$ cat config.mk
export PLATFORM = sky130hd
export DESIGN_NAME = iob_ibex2axi_bridge
export DESIGN_NICKNAME = d
export VERILOG_FILES = /design/src/rtl/iob_ibex2axi_bridge.sv
export SDC_FILE = /design/constraint.sdc
export NUM_CORES = 1
export LEC_CHECK = 0
export ABC_AREA = 1
export ABC_CLOCK_PERIOD_IN_PS = 2800
export BUFFER_PORTS_ARGS = -buffer_cell sky130_fd_sc_hd__buf_2
export CAP_MARGIN = 0
export CORE_AREA = 2 2 122 124
export DETAILED_ROUTE_END_ITERATION = 16
export DIE_AREA = 0 0 124 126
export MAX_ROUTING_LAYER = met4
export PLACE_DENSITY_LB_ADDON = 0.05
export SYNTH_ARGS = -nofsm -noshare
export SYNTH_HDL_FRONTEND = slang
export SYNTH_SLANG_ARGS = --single-unit
$ cat constraint.sdc
create_clock -name clk_i -period 2.8 [get_ports clk_i]
set_input_delay 0.42 -clock clk_i [delete_from_list [all_inputs] [get_ports clk_i]]
set_output_delay 0.42 -clock clk_i [all_outputs]
set_load 0.02 [all_outputs]
$ cat src/rtl/iob_ibex2axi_bridge.sv
// Ibex req/gnt/rvalid to AXI4 master bridge: single-beat accesses, up to
// MAX_OUTSTANDING in flight, responses returned to Ibex in request order.
module iob_ibex2axi_bridge #(
  parameter int AXI_ID_W        = 1,
  parameter int AXI_ID          = 0,
  parameter int AXI_ADDR_W      = 32,
  parameter int AXI_DATA_W      = 32,
  parameter int AXI_LEN_W       = 8,
  parameter int MAX_OUTSTANDING = 4
) (
  input  logic                    clk_i,
  input  logic                    arst_n_i,
  input  logic                    cke_i,
  input  logic                    ibex_req_i,
  input  logic                    ibex_we_i,
  input  logic [3:0]              ibex_be_i,
  input  logic [31:0]             ibex_addr_i,
  input  logic [31:0]             ibex_wdata_i,
  output logic                    ibex_gnt_o,
  output logic                    ibex_rvalid_o,
  output logic                    ibex_err_o,
  output logic [31:0]             ibex_rdata_o,
  output logic [6:0]              ibex_rdata_intg_o,
  output logic                    awvalid_o,
  input  logic                    awready_i,
  output logic [AXI_ADDR_W-1:0]   awaddr_o,
  output logic [AXI_ID_W-1:0]     awid_o,
  output logic [AXI_LEN_W-1:0]    awlen_o,
  output logic [2:0]              awsize_o,
  output logic [1:0]              awburst_o,
  output logic                    awlock_o,
  output logic [3:0]              awcache_o,
  output logic [2:0]              awprot_o,
  output logic [3:0]              awqos_o,
  output logic                    wvalid_o,
  input  logic                    wready_i,
  output logic [AXI_DATA_W-1:0]   wdata_o,
  output logic [AXI_DATA_W/8-1:0] wstrb_o,
  output logic                    wlast_o,
  input  logic                    bvalid_i,
  output logic                    bready_o,
  input  logic [1:0]              bresp_i,
  input  logic [AXI_ID_W-1:0]     bid_i,
  output logic                    arvalid_o,
  input  logic                    arready_i,
  output logic [AXI_ADDR_W-1:0]   araddr_o,
  output logic [AXI_ID_W-1:0]     arid_o,
  output logic [AXI_LEN_W-1:0]    arlen_o,
  output logic [2:0]              arsize_o,
  output logic [1:0]              arburst_o,
  output logic                    arlock_o,
  output logic [3:0]              arcache_o,
  output logic [2:0]              arprot_o,
  output logic [3:0]              arqos_o,
  input  logic                    rvalid_i,
  output logic                    rready_o,
  input  logic [AXI_DATA_W-1:0]   rdata_i,
  input  logic [1:0]              rresp_i,
  input  logic [AXI_ID_W-1:0]     rid_i,
  input  logic                    rlast_i
);

  localparam int NLANES = AXI_DATA_W / 32;
  localparam int STRB_W = AXI_DATA_W / 8;
  localparam int LANE_W = (NLANES > 1) ? $clog2(NLANES) : 1;
  localparam int PTR_W  = (MAX_OUTSTANDING > 1) ? $clog2(MAX_OUTSTANDING) : 1;
  localparam int CNT_W  = $clog2(MAX_OUTSTANDING + 1);
  localparam logic [PTR_W-1:0] LAST_PTR = PTR_W'(MAX_OUTSTANDING - 1);
  localparam logic [CNT_W-1:0] MAX_CNT  = CNT_W'(MAX_OUTSTANDING);

  logic [31:0]         addr_q;
  logic [AXI_DATA_W-1:0] wdata_q;
  logic [STRB_W-1:0]   wstrb_q;
  logic                awvalid_q, wvalid_q, arvalid_q;
  logic                fifo_we   [MAX_OUTSTANDING];
  logic [LANE_W-1:0]   fifo_lane [MAX_OUTSTANDING];
  logic [PTR_W-1:0]    wr_ptr, rd_ptr;
  logic [CNT_W-1:0]    count;
  logic                rsp_valid_q, rsp_err_q;
  logic [31:0]         rsp_rdata_q;

  logic                issue_busy, empty, head_we, pop, pop_err;
  logic [LANE_W-1:0]   req_lane, head_lane;
  logic [31:0]         lane_rdata, pop_rdata;
  logic                unused_inputs;

  function automatic logic [PTR_W-1:0] ptr_inc(input logic [PTR_W-1:0] p);
    return (p == LAST_PTR) ? '0 : p + 1'b1;
  endfunction

  // Lane selection only exists when the AXI bus is wider than one Ibex word.
  generate
    if (NLANES > 1) begin : g_lanes
      assign req_lane   = ibex_addr_i[$clog2(STRB_W)-1:2];
      assign lane_rdata = rdata_i[head_lane*32 +: 32];
    end else begin : g_single_lane
      assign req_lane   = '0;
      assign lane_rdata = rdata_i[31:0];
    end
  endgenerate

  assign issue_busy = awvalid_q | wvalid_q | arvalid_q;
  assign empty      = (count == '0);
  assign head_we    = fifo_we[rd_ptr];
  assign head_lane  = fifo_lane[rd_ptr];

  assign ibex_gnt_o = ibex_req_i & cke_i & ~issue_busy & (count < MAX_CNT);

  // Only the channel matching the oldest request may complete; the other stalls.
  assign bready_o  = cke_i & ~empty & head_we;
  assign rready_o  = cke_i & ~empty & ~head_we;
  assign pop       = (bvalid_i & bready_o) | (rvalid_i & rready_o);
  assign pop_err   = head_we ? bresp_i[1] : rresp_i[1];
  assign pop_rdata = head_we ? 32'h0 : lane_rdata;

  always_ff @(posedge clk_i or negedge arst_n_i) begin
    if (!arst_n_i) begin
      addr_q      <= '0;
      wdata_q     <= '0;
      wstrb_q     <= '0;
      awvalid_q   <= 1'b0;
      wvalid_q    <= 1'b0;
      arvalid_q   <= 1'b0;
      for (int i = 0; i < MAX_OUTSTANDING; i++) begin
        fifo_we[i]   <= 1'b0;
        fifo_lane[i] <= '0;
      end
      wr_ptr      <= '0;
      rd_ptr      <= '0;
      count       <= '0;
      rsp_valid_q <= 1'b0;
      rsp_err_q   <= 1'b0;
      rsp_rdata_q <= '0;
    end else if (cke_i) begin
      if (ibex_gnt_o) begin
        addr_q            <= ibex_addr_i;
        wdata_q           <= {NLANES{ibex_wdata_i}};
        wstrb_q           <= STRB_W'(ibex_be_i) << (4 * req_lane);
        awvalid_q         <= ibex_we_i;
        wvalid_q          <= ibex_we_i;
        arvalid_q         <= ~ibex_we_i;
        fifo_we[wr_ptr]   <= ibex_we_i;
        fifo_lane[wr_ptr] <= req_lane;
        wr_ptr            <= ptr_inc(wr_ptr);
      end else begin
        if (awready_i) awvalid_q <= 1'b0;
        if (wready_i)  wvalid_q  <= 1'b0;
        if (arready_i) arvalid_q <= 1'b0;
      end
      if (pop) rd_ptr <= ptr_inc(rd_ptr);
      if (ibex_gnt_o && !pop)      count <= count + 1'b1;
      else if (!ibex_gnt_o && pop) count <= count - 1'b1;
      rsp_valid_q <= pop;
      if (pop) begin
        rsp_err_q   <= pop_err;
        rsp_rdata_q <= pop_rdata;
      end
    end
  end

  assign ibex_rvalid_o     = rsp_valid_q;
  assign ibex_err_o        = rsp_err_q;
  assign ibex_rdata_o      = rsp_rdata_q;
  assign ibex_rdata_intg_o = '0;

  assign awvalid_o = awvalid_q;
  assign awaddr_o  = AXI_ADDR_W'({addr_q[31:2], 2'b00});
  assign awid_o    = AXI_ID_W'(AXI_ID);
  assign awlen_o   = '0;
  assign awsize_o  = 3'd2;
  assign awburst_o = 2'b01;
  assign awlock_o  = 1'b0;
  assign awcache_o = '0;
  assign awprot_o  = '0;
  assign awqos_o   = '0;

  assign wvalid_o  = wvalid_q;
  assign wdata_o   = wdata_q;
  assign wstrb_o   = wstrb_q;
  assign wlast_o   = 1'b1;

  assign arvalid_o = arvalid_q;
  assign araddr_o  = AXI_ADDR_W'({addr_q[31:2], 2'b00});
  assign arid_o    = AXI_ID_W'(AXI_ID);
  assign arlen_o   = '0;
  assign arsize_o  = 3'd2;
  assign arburst_o = 2'b01;
  assign arlock_o  = 1'b0;
  assign arcache_o = '0;
  assign arprot_o  = '0;
  assign arqos_o   = '0;

  assign unused_inputs = ^{addr_q[1:0], bid_i, rid_i, rlast_i, bresp_i[0], rresp_i[0]};

endmodule

==> results_dict.tcl <==
set metrics [dict create \
    drtIter0Drc 213 \
    yosys.area_share.adder_pct 1.69 \
    dpl.hpwl_um 9570 \
    end_kind "output pin" \
    drc 0 \
    synth_compound_area_share_pct 0.865 \
    initial_core_util_pct 39.4 \
    synthSimpleGateAreaFrac_pct 27.7 \
    synth.area.top_cells "dfrtp_1, nand2_1, buf_4, nand3_1, inv_1" \
    path_class "flip-flop to output pin" \
    crit_fanout 74 \
    wl_per_cell_um 12.3 \
    clock.fmax_ghz 0.396 \
    synth.avg_cell_area_um2 8.04 \
    ys_seq_elements 114 \
    die_w_um 124 \
    slew_viol_final 0 \
    ys_types 22 \
    wirelength_met1_um 5720 \
    status "complete, no violations" \
    synthMuxAreaShare_pct 0 \
    max_cap_violations 0 \
    gr-total-overflow 0 \
    post-synth-top-area-cell "dfrtp_1" \
    routed_wl_um 13700 \
    post-place-ws_ns 0.530 \
    hold_buffers 0 \
    drive_gt1_share_pct 31.1 \
    dr.pass1.iters 4 \
    yosysTopAreaCellShare_pct 50.6 \
    leakage_nw 4.39 \
    finalSetupTns_ns 0 \
    min_period_ns 2.53 \
    start_kind "flip-flop" \
    setup_viol 0 \
    antenna_found_initial 0 \
    yosysWarnings 0 \
    num_vias 4696 \
    core_um2 14300 \
    pin_count 317 \
    grt_max_degree 75 \
    synth_top_family_by_area "simple AND/OR/NAND/NOR gates" \
    clk_latency_ns 0.41 \
    place_congestion 0.740 \
    p_per_area_nw_per_um2 1240 \
    skew_ns 0.00645 \
    fin_crit_sh_pct 90.2 \
    post_cts_buffers 0 \
    synth_cells 701 \
    syn_to_final_growth_pct 26.4 \
    cts_resized 0 \
    seq_area_frac_synth_pct 50.6 \
    layout_common_cells "nand2_1, buf_2, dfrtp_1, conb_1, inv_1" \
    cts_tree "yes" \
    required_ns 2.38 \
    layout_commonest_cell "nand2_1" \
    die_h_um 126 \
    vias_per_cell 4.23 \
    root_buffer "clkbuf_16" \
    cts.sinks 114 \
    htreeDepth 4 \
    ir_drop_mv 0.595 \
    die-area_um2 15600 \
    port-buffer-count 245 \
    dr_wl_met2_um 6540 \
    rsz0062_at_grt "false" \
    max_slew_margin_pct 49.1 \
    fin_nets 1037 \
    grt_use_total_pct 18.5 \
    clock_path_buffers 2 \
    numCtsBuffers 17 \
    top_layer "met4" \
    grt_pass1_wl_um 21800 \
    hold_class "input port to async pin" \
    tightest_slew_ns 0.763 \
    fillers 1441 \
    clk_pin_slew_ns 0.05 \
    first_global_vias 4486 \
    route.met3.wl_um 1240 \
    setup_ws_ns 0.274 \
    cp.arrival_ns 2.11 \
    synth_xor_area_share_pct 0.311 \
    num_rows 44 \
    syn-cell-area_um2 5640 \
    drtAntennaViolNets 0 \
    antennaDiodeCount 0 \
    hold_violations 0 \
]
## cell families after synthesis
| group | Yosys count |
|---|---|
| simple gates | 392 |
| other cells | 2 |
| xor+xnor | 2 |
| fa+ha+maj | 7 |
| buf+inv | 175 |
| flops | 114 |
| compound gates | 9 |
## power breakdown
group,switching (mW),internal [mW],leakage [nW]
clock,0.696,1.39,0.284
combinational,2.64,1.23,2.68
sequential,0.458,2.40,1.43
total,3.80,5.02,4.39
## registers in the layout, summed over array words and instances, names as in the netlist
signal,flops
rd_ptr,2
ibex_rvalid_o,1
ibex_rdata_o,32
addr_q,30
wstrb_o,4
wr_ptr,2
awvalid_o,1
count,3
arvalid_o,1
wdata_o,32
ibex_err_o,1
wvalid_o,1
fifo_we,4
## stage by stage
stage               hold slack (ns)  cells  power (mW)  area (um^2)  util (%)
finish                     0.000698   1109        8.82         7130      49.8
global route                 0.0303   1109        9.49         7130      49.8
CTS                         0.00768   1109        8.94         7130      49.8
detailed placement            0.448   1078        6.79         6550      45.8
global placement              0.454   1078        6.72         6550      45.8
floorplan                     0.124    763        5.75         5870         -
## final cells by class
type                    instances  area (um^2)  share of cell area, %
flip-flops and latches        114         2850                   40.0
multi-input cells             474         1970                   27.6
clock inverters                 5         75.1                   1.05
clock buffers                  26          499                   7.01
inverters                      53          199                   2.79
repair buffers                253         1300                   18.3
well taps                     184          230                   3.23
## cells in the mapped netlist (all sizes together)
| master | n |
|---|---|
| nand2 | 307 |
| buf | 114 |
| dfrtp | 114 |
| inv | 53 |
| nand3 | 43 |
| nor2 | 40 |
| clkbuf | 8 |
| o21ai | 7 |
| ha | 6 |
| a21oi | 2 |
| conb | 2 |
| xor2 | 2 |
| fa | 1 |
| nor3 | 1 |
| or2 | 1 |
## path summary, 6_finish.rpt
kind	slack (ns)	from	depth (start not counted)	endpoint
setup / recovery	0.27	count[2]	7	ibex_gnt_o
hold / removal	0.0007	arst_n_i	1	ibex_rdata_o[4]
setup reg to reg	0.65	rd_ptr[0]	13	count[2]
hold reg to reg	0.47	wstrb_o[2]	2	wstrb_o[2]
max in group asynchronous	2.03	arst_n_i	2	wdata_o[3]
min in group clk_i	0.21	ibex_addr_i[9]	3	addr_q[9]
## layer usage
metal / global-route usage, % / vias up
met3: 6.75 / 15
met2: 28.4 / 186
met1: 22.4 / 2128
met4: 6.35 / 0
li1: - / 2367
met5: - / -
## worst max-delay path: stages (launching register included)
cell and delay [ns]:
dfrtp_1 0.37, inv_2 0.08, nand2_1 0.05, nor3_1 0.16, nand2_2 0.08, inv_2 0.06, buf_4 0.58, buf_2 0.29
No activity file was read; power rests on OpenSTA's default activity.
